--- src/rtl/snake_collision_scan_if.sv ---
// Bus bundle for snake_collision_scan.
//   start       : request a collision check (acted on only when idle)
//   snakes      : segment k of snake i at [(i*SEGS+k)*SW +: SW], packed {x,y}, k=0 is the head
//   len         : length of snake i at [i*LW +: LW]
//   busy        : scan in progress (SCAN or DONE)
//   done        : one-cycle pulse, should_stop valid
//   should_stop : bit i set = snake i collided
// master = requester side, slave = the scanner.
interface snake_collision_scan_if #(
  parameter int NSNAKE = 2,
  parameter int SEGS   = 16,
  parameter int XW     = 5,
  parameter int YW     = 5,
  parameter int LW     = 5
);
  localparam int SW = XW + YW;

  logic                       start;
  logic [NSNAKE*SEGS*SW-1:0]  snakes;
  logic [NSNAKE*LW-1:0]       len;
  logic                       busy;
  logic                       done;
  logic [NSNAKE-1:0]          should_stop;

  modport master (output start, snakes, len, input busy, done, should_stop);
  modport slave  (input start, snakes, len, output busy, done, should_stop);
endinterface

--- src/rtl/snake_collision_scan.sv ---
// Sequential collision scanner for a multi-snake game board.
// On start the board snapshot is latched, then one (target snake, segment)
// pair is visited per clock; every head is compared against that segment in
// parallel and hits are OR-accumulated into sticky flags. The flags are
// published on should_stop together with a one-cycle done pulse.
// Ports:
//   clk : clock, rising edge
//   rst : asynchronous active-high reset
//   bus : snake_collision_scan_if.slave (start/snakes/len in, busy/done/should_stop out)
//
// state  | meaning
// S_IDLE | waiting for start, inputs are sampled here only
// S_SCAN | walking (t,s) over NSNAKE*SEGS pairs, one per clock
// S_DONE | should_stop freshly loaded, done asserted for this cycle
module snake_collision_scan #(
  parameter int NSNAKE = 2,
  parameter int SEGS   = 16,
  parameter int XW     = 5,
  parameter int YW     = 5,
  parameter int MAXX   = 29,
  parameter int MAXY   = 19,
  parameter int LW     = 5
) (
  input  logic                  clk,
  input  logic                  rst,
  snake_collision_scan_if.slave bus
);

  localparam int SW  = XW + YW;
  localparam int TW  = (NSNAKE > 1) ? $clog2(NSNAKE) : 1;
  localparam int SBW = (SEGS > 1) ? $clog2(SEGS) : 1;

  typedef enum logic [1:0] {S_IDLE, S_SCAN, S_DONE} state_t;

  state_t             state_q, state_d;
  logic [TW-1:0]      t_q, t_d;
  logic [SBW-1:0]     s_q, s_d;
  logic [NSNAKE-1:0]  flags_q, flags_d;
  logic [NSNAKE-1:0]  stop_q, stop_d;
  logic [NSNAKE-1:0]  hit;
  logic               load;

  // Board snapshot; only meaningful after a load, so it carries no reset.
  logic [SW-1:0]      seg_q [NSNAKE][SEGS];
  logic [LW-1:0]      len_q [NSNAKE];

  logic [SW-1:0]      cur_seg;
  logic               seg_live;
  logic               first_idx;

  always_ff @(posedge clk) begin
    if (load) begin
      for (int i = 0; i < NSNAKE; i++) begin
        for (int k = 0; k < SEGS; k++) begin
          seg_q[i][k] <= bus.snakes[(i*SEGS+k)*SW +: SW];
        end
        // Lengths beyond SEGS would point past the stored body.
        if (32'(bus.len[i*LW +: LW]) > 32'(SEGS)) begin
          len_q[i] <= LW'(SEGS);
        end else begin
          len_q[i] <= bus.len[i*LW +: LW];
        end
      end
    end
  end

  // Per-cycle hit vector: every head against segment s of snake t.
  always_comb begin
    hit       = '0;
    cur_seg   = seg_q[t_q][s_q];
    seg_live  = 32'(s_q) < 32'(len_q[t_q]);
    first_idx = (t_q == '0) && (s_q == '0);
    for (int i = 0; i < NSNAKE; i++) begin
      if (len_q[i] != '0) begin
        // A head trivially matches itself; exclude only that one pair.
        if (seg_live && !((t_q == TW'(i)) && (s_q == '0)) &&
            (seg_q[i][0] == cur_seg)) begin
          hit[i] = 1'b1;
        end
        // Wall test rides along with the first scan index.
        if (first_idx &&
            ((32'(seg_q[i][0][SW-1:YW]) > 32'(MAXX)) ||
             (32'(seg_q[i][0][YW-1:0])  > 32'(MAXY)))) begin
          hit[i] = 1'b1;
        end
      end
    end
  end

  always_comb begin
    state_d = state_q;
    t_d     = t_q;
    s_d     = s_q;
    flags_d = flags_q;
    stop_d  = stop_q;
    load    = 1'b0;
    unique case (state_q)
      S_IDLE: begin
        if (bus.start) begin
          load    = 1'b1;
          t_d     = '0;
          s_d     = '0;
          flags_d = '0;
          state_d = S_SCAN;
        end
      end
      S_SCAN: begin
        flags_d = flags_q | hit;
        if (s_q == SBW'(SEGS-1)) begin
          s_d = '0;
          if (t_q == TW'(NSNAKE-1)) begin
            t_d     = '0;
            stop_d  = flags_q | hit;  // include the final pair's result
            state_d = S_DONE;
          end else begin
            t_d = t_q + 1'b1;
          end
        end else begin
          s_d = s_q + 1'b1;
        end
      end
      S_DONE: begin
        state_d = S_IDLE;
      end
      default: begin
        state_d = S_IDLE;
      end
    endcase
  end

  always_ff @(posedge clk or posedge rst) begin
    if (rst) begin
      state_q <= S_IDLE;
      t_q     <= '0;
      s_q     <= '0;
      flags_q <= '0;
      stop_q  <= '0;
    end else begin
      state_q <= state_d;
      t_q     <= t_d;
      s_q     <= s_d;
      flags_q <= flags_d;
      stop_q  <= stop_d;
    end
  end

  assign bus.busy        = (state_q != S_IDLE);
  assign bus.done        = (state_q == S_DONE);
  assign bus.should_stop = stop_q;

endmodule
--- src/flat_wrapper.sv ---
// flat-port wrapper written by rule: the top's interface ports become plain ports
module snake_collision_scan_flat 
#(
  parameter int NSNAKE = 2,
  parameter int SEGS   = 16,
  parameter int XW     = 5,
  parameter int YW     = 5,
  parameter int MAXX   = 29,
  parameter int MAXY   = 19,
  parameter int LW     = 5
)
  (clk, rst, bus_start, bus_snakes, bus_len, bus_busy, bus_done, bus_should_stop);
  snake_collision_scan_if #(.NSNAKE(NSNAKE), .SEGS(SEGS), .XW(XW), .YW(YW), .LW(LW)) bus_i ();
  input  logic clk;
  input  logic rst;
  input wire logic [$bits(bus_i.start)-1:0] bus_start;
  input wire logic [$bits(bus_i.snakes)-1:0] bus_snakes;
  input wire logic [$bits(bus_i.len)-1:0] bus_len;
  output wire logic [$bits(bus_i.busy)-1:0] bus_busy;
  output wire logic [$bits(bus_i.done)-1:0] bus_done;
  output wire logic [$bits(bus_i.should_stop)-1:0] bus_should_stop;
  assign bus_i.start = bus_start;
  assign bus_i.snakes = bus_snakes;
  assign bus_i.len = bus_len;
  assign bus_busy = bus_i.busy;
  assign bus_done = bus_i.done;
  assign bus_should_stop = bus_i.should_stop;
  snake_collision_scan #(.NSNAKE(NSNAKE), .SEGS(SEGS), .XW(XW), .YW(YW), .MAXX(MAXX), .MAXY(MAXY), .LW(LW)) u_core (.clk(clk), .rst(rst), .bus(bus_i));
endmodule
--- config.mk ---
export PLATFORM = sky130hd
export DESIGN_NAME = snake_collision_scan_flat
export DESIGN_NICKNAME = d
export VERILOG_FILES = /design/src/rtl/snake_collision_scan_if.sv /design/src/rtl/snake_collision_scan.sv /design/src/flat_wrapper.sv
export SDC_FILE = /design/constraint.sdc
export NUM_CORES = 1
export LEC_CHECK = 0
export ABC_AREA = 1
export BUFFER_PORTS_ARGS = -buffer_cell sky130_fd_sc_hd__buf_4
export CORE_ASPECT_RATIO = 0.8
export CORE_MARGIN = 1
export CORE_UTILIZATION = 45
export DETAILED_ROUTE_END_ITERATION = 10
export GPL_ROUTABILITY_DRIVEN = 0
export PLACE_DENSITY = 0.76
export SYNTH_ARGS = -nofsm -noshare
export SYNTH_HDL_FRONTEND = slang
export SYNTH_SLANG_ARGS = --single-unit
--- constraint.sdc ---
create_clock -name clk -period 10.59 [get_ports clk]
set_input_delay 1.059 -clock clk [delete_from_list [all_inputs] [get_ports clk]]
set_output_delay 1.059 -clock clk [all_outputs]
set_load 0.01 [all_outputs]
---- Yosys cells after proc, flatten, opt, wreduce, memory -nomap -nowiden ----
Memories as Yosys holds them, arrays and structs flattened.
Cells that the tools add are included.
cells by class
  mux-type cells .......................... 40
  add/subtract/negate cells ............... 2
  $lt $le $gt $ge ......................... 8
  bitwise logic cells ..................... 5
  reduce and logical (&&, ||, !) cells .... 22
  equality and inequality tests ........... 8
operator list
  kind                 count
  $bmux 10 s4          1
  $gt 5x5->1 const B   6
  $mux 1               25
  $eq 10x10->1         2
  $mux 10              2
  $mux 5               2
  $reduce_bool 5->1    2
  $reduce_and 3->1     3
  $logic_and 1x1->1    8
  $mux 2               4
  $mux 4               2
  $pmux 2 s2           2
  $pmux 4 s2           1
  $ge 5x5->1 const B   1
  $lt 4x5->1           1
  $not 4->5            1
  $add 4x1->4 const B  1
  $eq 4x4->1 const B   1
  $logic_not 4->1      1
  $ne 2x1->1 const B   2
  $reduce_bool 2->1    2
  $eq 2x1->1 const B   1
  $eq 2x2->1 const B   1
  $logic_not 1->1      2
  9 further kinds      11
word-level totals
  word-level logic and storage cells ...... 92
  output and inout port bits .............. 4
  bits in registers ....................... 11
  memories ................................ 2
  memory bits (writable) .................. 330
  bits of input ports ..................... 333
memories
  memory        depth  width  rd ports  clocked after memory_dff  write ports  RTL line                    RTL
  u_core.seg_q  2      160    3         0                         2            snake_collision_scan.sv:44  logic [SW-1:0] seg_q [NSNAKE][SEGS];
  u_core.len_q  2      5      3         0                         2            snake_collision_scan.sv:45  logic [LW-1:0] len_q [NSNAKE];

---- Depth between registers and ports, before layout ----
  depth in word-level cells ............... 11
  depth in mapped cells ................... 21
  gate-level depth less buffers ........... 20

---- Least setup slack after synthesis ----
Ideal clock, no wire load.
  path type ............................... in2reg
  from .................................... input bus_start
  to ...................................... memory u_core.len_q[0][0] (data pin)
  library setup time ...................... 0.189 ns
  stages .................................. 4
  arrival time ............................ 9.058 ns
  data required time ...................... 10.401 ns
  path buffers ............................ 0
  setup slack ............................. 1.343 ns
  cell sequence ........................... nand2_1 inv_1 o21ai_0 nor2_1
RTL lines
  element             RTL line                    RTL
  start: declaration  flat_wrapper.sv:16          input wire logic [$bits(bus_i.start)-1:0] bus_start;
  end: declaration    snake_collision_scan.sv:45

---- Worst setup path in the final report ----
  from .................................... register u_core.t_q
  to ...................................... register u_core.stop_q[0] (netlist: u_core.bus.should_stop[0])
between the ends
  word-level cells in the longest chain between the ends .. 10
  elaborated cells between the ends (all ways) .. 18
  those cells by class .................... 1 x order compare; 1 x eq/ne; 6 x mux; 2 x bitwise; 6 x reduce/logical; 2 x memory
ends and longest elaborated chain
  element                                     RTL line                     RTL
  start: declaration                          snake_collision_scan.sv:36   logic [TW-1:0] t_q, t_d;
  start signal: assignment                    snake_collision_scan.sv:140  t_q <= t_d;
  $mem_v2 2x160                               n/a
  $bmux 10 s4                                 snake_collision_scan.sv:70   cur_seg = seg_q[t_q][s_q];
  $mux 10 (not written as such) (2 in a row)  snake_collision_scan.sv:70
  $eq 10x10->1                                snake_collision_scan.sv:77   (seg_q[i][0] == cur_seg)) begin
  $logic_and 1x1->1                           snake_collision_scan.sv:76   if (seg_live && !((t_q == TW'(i)) && (s_q == '0)) &&
  $mux 1                                      snake_collision_scan.sv:76
  $mux 1                                      snake_collision_scan.sv:81   if (first_idx &&
  $mux 1                                      snake_collision_scan.sv:74   if (len_q[i] != '0) begin
  $or 2x2->2                                  snake_collision_scan.sv:113  stop_d = flags_q | hit;
  end signal: assignment                      snake_collision_scan.sv:143  stop_q <= stop_d;
  end: declaration                            snake_collision_scan.sv:39   logic [NSNAKE-1:0] stop_q, stop_d;
Parallel ways exist; a longest one is shown, timed or not. The select of a mux whose other input is x is not followed.
A chain may end at the register's enable or synchronous reset.

==> metrics.md <==
| Metric | Value |
|---|---|
| Number of global-route vias before repair | 10,800 |
| WL met3 | 3221 microns |
| Dpl hpwl | 26,530 microns |
| Post-synthesis compound-gate area fraction | 0.9203% |
| # Max-Cap Violations | 0 |
| Reg-to-Reg Start | u_core.t_q |
| Crit path to | u_core.bus.should_stop[0] |
| Reg2reg setup slack | 6.54 ns |
| Max incr delay on CP | 0.90 ns |
| Worst-path cell with the longest stage delay | buf_4 |
| Initial DRC Count | 915 |
| Die Y | 162.8 microns |
| Post-Syn Area | 14,550 sq um |
| Tmin final | 4.045 ns |
| Top Ports | 337 |
| Worst Setup Start Kind | flop |
| Via density | 5.204 |
| Synth Area in Simple Gates | 23.62% |
| Top-area cell type share of the netlist area | 68.12% |
| Final setup fails | 0 |
| Die ar. | 33,060 sq um |
| Initial Util | 45.98% |
| H-tree Lvls | 2 |
| Mux cell area share after synthesis | 0.1376% |
| First-pass GRT wire length | 60,420 microns |
| Layout filler cell count | 2,624 |
| Root Buffer | clkbuf_16 |
| Inst Count DP | 2,061 |
| PortBufs | 336 |
| RSZ-0062 raised after global routing | no |
| # Post-CTS Setup Buffers | 0 |
| Antenna cells | 0 |
| Critical Path RT | 11.05 ns |
| Core Region | 31,640 sq um |
| Fin. Hold Viols | 0 |
| Non-Filler Instances | 2,123 |
| LEAKAGE | 7.832 nW |
| Yosys warns | 0 |
| Clk_lat worst skew | 0.53 ns |
| Fin Hold WS | 0.5262 ns |
| Synth area leaders | edfxtp_1 (68%), nand2_1 (13%), nand3_1 (9.4%), inv_1 (2.6%), dfrtp_1 (1.9%) |
| Highest routed layer | met4 |
| DRT antenna net count | 0 |
| Slew headroom | 22.40% |
| Largest family of logic cells by synthesized area | simple AND/OR/NAND/NOR gates |
| Fin nets | 2,017 |
| Clock buffer depth | 3 |
| Setup total negative slack | 0 ns |
| Netlist cell types | 27 |
| Grt ovf | 0 |
| Post-CTS Hold Buffers | 0 |
| Status | complete, no violations |
| Area of the multi-input gates | 3670 sq um |
| P&R area growth vs syn | 27.26% |
| Final Instance Area | 18,510 sq um |
| CP cell instances | inv_6, buf_4, nand2_1, nand2_1, nand2_1, nand3_1, nand3_1, nand2_1, nand2_1, nand3_1, nand2_1, inv_1, nand2_1, nor2_1, nand3_1, nand2_1, nand2_1, nand2_1, nand2_1, nand2_1 |
| Critical register-to-register path endpoint | u_core.bus.should_stop[0] |
| Final Slew Violations | 0 |
| F_max | 247.2 MHz |
| CP arrival | 4.50 ns |
| Sequential share of the synthesized area | 70.01% |
| Gr usage total | 24.18% |
| WL/cell | 18.97 microns |
| TritonCTS clock tree | built |
| Hold Crit Class | reg2reg |
| Synth Area in Adders | 0.4300% |
| Die width | 203.0 microns |
| DRC | 0 |
| Vias | 11,050 |
| Num CTS Buffers | 36 |
| CTS resizes | 0 |
| Drt total wl | 40,280 microns |
| Clock transition at the registers of the reported paths | 0.06 ns |
| Metal-1 WL | 16,990 microns |
| Reg2Reg Depth | 20 |
| Fin Clk Skew | 0.01341 ns |
| Yosys top cell by area | edfxtp_1 |
| Clock sinks | 341 |
| Worst setup path class | reg2reg |
| DRT Pass-1 Iters | 5 |
| Register Area | 10,190 sq um |
| Placed cell areas | 17,400 sq um |
| XOR/XNOR Fraction of Synth Area | 0.1204% |
| Worst Path Max Fanout | 103 |
| Layout cells sized above 1 | 23.37% |
| Crit. path cell count | 20 |
| Synth Area per Inst | 10.67 sq um |
| Family with the most delay on the worst path | simple AND/OR/NAND/NOR gates |
| Critical Path End Type | flop |
| Critical Path Most Common Cell | nand2_1 |
| Crit path from | u_core.t_q |
| Peak supply drop | 0.1789 mV |
| Post-Synthesis Cells | 1,363 |
| Power, Total | 0.004604 W |
| Transition time of the tightest slew-check pin | 1.164 ns |
| Period utilisation layout | 38.20% |
| Met2 WL post-DR | 19,130 microns |
| Initial antenna violation count | 0 |
| Mapped Nets | 1,701 |
| CP bufs+invs | 3 |
| Largest net degree at the start of global routing | 205 |
| Row count | 58 |
| Pwr per Cell Area | 248.7 nW/um^2 |
| Yosys reg bits | 341 |
## layout by cell type, fill, tap and decap left out
| cell type | n |
|---|---|
| a21o_1 | 1 |
| a21oi_1 | 9 |
| a31oi_1 | 1 |
| buf_12 | 1 |
| buf_4 | 343 |
| bufinv_16 | 3 |
| clkbuf_1 | 13 |
| clkbuf_16 | 37 |
| clkinv_1 | 5 |
| clkinv_2 | 4 |
| dfrtp_1 | 8 |
| dfrtp_2 | 1 |
| dfrtp_4 | 2 |
| edfxtp_1 | 330 |
| ha_1 | 5 |
| inv_1 | 99 |
| inv_2 | 2 |
| inv_6 | 4 |
| inv_8 | 1 |
| mux2i_1 | 2 |
| nand2_1 | 497 |
| nand3_1 | 272 |
| nand3b_1 | 3 |
| nand4_1 | 2 |
| nor2_1 | 35 |
| nor3_1 | 1 |
| nor4_1 | 5 |
| o21ai_0 | 11 |
| o21ai_1 | 1 |
| o22ai_1 | 1 |
| o41ai_1 | 1 |
| or2_1 | 1 |
| xnor2_1 | 1 |
| xor2_1 | 1 |
## cells by family after synthesis
group | count (synthesis)
buffers and inverters | 172
adders and majority gates | 5
xor gates and xnor gates | 2
DFF | 341
AOI/OAI and AO/OA | 25
muxes | 2
and+or+nand+nor | 816
## where the power goes
part | leakage, nW | switching [W] | internal, W
sequential | 3.10 | 0.000116 | 0.00168
clock | 0.544 | 0.000503 | 0.000718
combinational | 4.19 | 0.00109 | 0.000496
## worst register-to-register path, cell delays in order (launching register included)
cell and delay, ns:
dfrtp_4 0.78, inv_6 0.57, buf_4 0.90, nand2_1 0.23, nand2_1 0.16, nand2_1 0.09, nand3_1 0.10, nand3_1 0.08
nand2_1 0.12, nand2_1 0.11, nand3_1 0.17, nand2_1 0.09, inv_1 0.08, nand2_1 0.05, nor2_1 0.09, nand3_1 0.08
nand2_1 0.07, nand2_1 0.07, nand2_1 0.06, nand2_1 0.05, nand2_1 0.05
## metal layers
layer	GRT usage, %	up-vias
met5	0	-
met4	6.938	0
met3	5.302	74
met2	39.29	495
met1	32.75	5227
li1	-	5253
## sequential cells by signal, indices dropped and copies added, names as in the netlist
name	flops
u_core.len_q	10
u_core.flags_q	2
u_core.state_q	2
u_core.s_q	4
u_core.bus.should_stop	2
u_core.seg_q	320
u_core.t_q	1
## layout make-up
class	instances	area share [%]
Tap cell	420	2.839
Clock buffer	50	5.265
Clock inverter	12	0.7705
Sequential cell	341	55.06
Multi-Input combinational cell	850	19.82
Inverter	106	2.224
Timing Repair Buffer	344	14.02
## how the worst min path moves through the flow
stage / startpoint / end / slack [ns] / cells after the start
floorplan: u_core.bus.should_stop[0] / u_core.bus.should_stop[0] / 0.51 / 2
global placement: u_core.bus.should_stop[1] / u_core.bus.should_stop[1] / 0.47 / 2
detailed placement: u_core.bus.should_stop[0] / u_core.bus.should_stop[0] / 0.51 / 2
CTS: u_core.bus.should_stop[0] / u_core.bus.should_stop[0] / 0.52 / 2
global route: u_core.bus.should_stop[1] / u_core.bus.should_stop[1] / 0.56 / 2
finish: u_core.bus.should_stop[0] / u_core.bus.should_stop[0] / 0.53 / 2
## synth_stat cells, drive strengths merged
| master | instances |
|---|---|
| xor2 | 1 |
| nand2 | 497 |
| nor4 | 5 |
| edfxtp | 330 |
| dfrtp | 11 |
| ha | 5 |
| mux2i | 2 |
| nand3 | 272 |
| o22ai | 1 |
| clkbuf | 21 |
| clkinv | 3 |
| or2 | 1 |
| nor2 | 35 |
| inv | 103 |
| nand4 | 2 |
| xnor2 | 1 |
| a21o | 1 |
| o21ai | 12 |
| o41ai | 1 |
| nor3 | 1 |
| a31oi | 1 |
| a21oi | 9 |
| buf | 45 |
| nand3b | 3 |
## through the flow
step | setup slack, ns | util [%]
final | 6.545 | 58.51
after global placement | 6.666 | 54.98
after detailed placement | 6.585 | 54.98
after CTS | 6.532 | 58.51
after floorplan | 1.343 | -
after global routing | 6.130 | 58.51
Note: power is estimated with default switching activity, not from simulation.
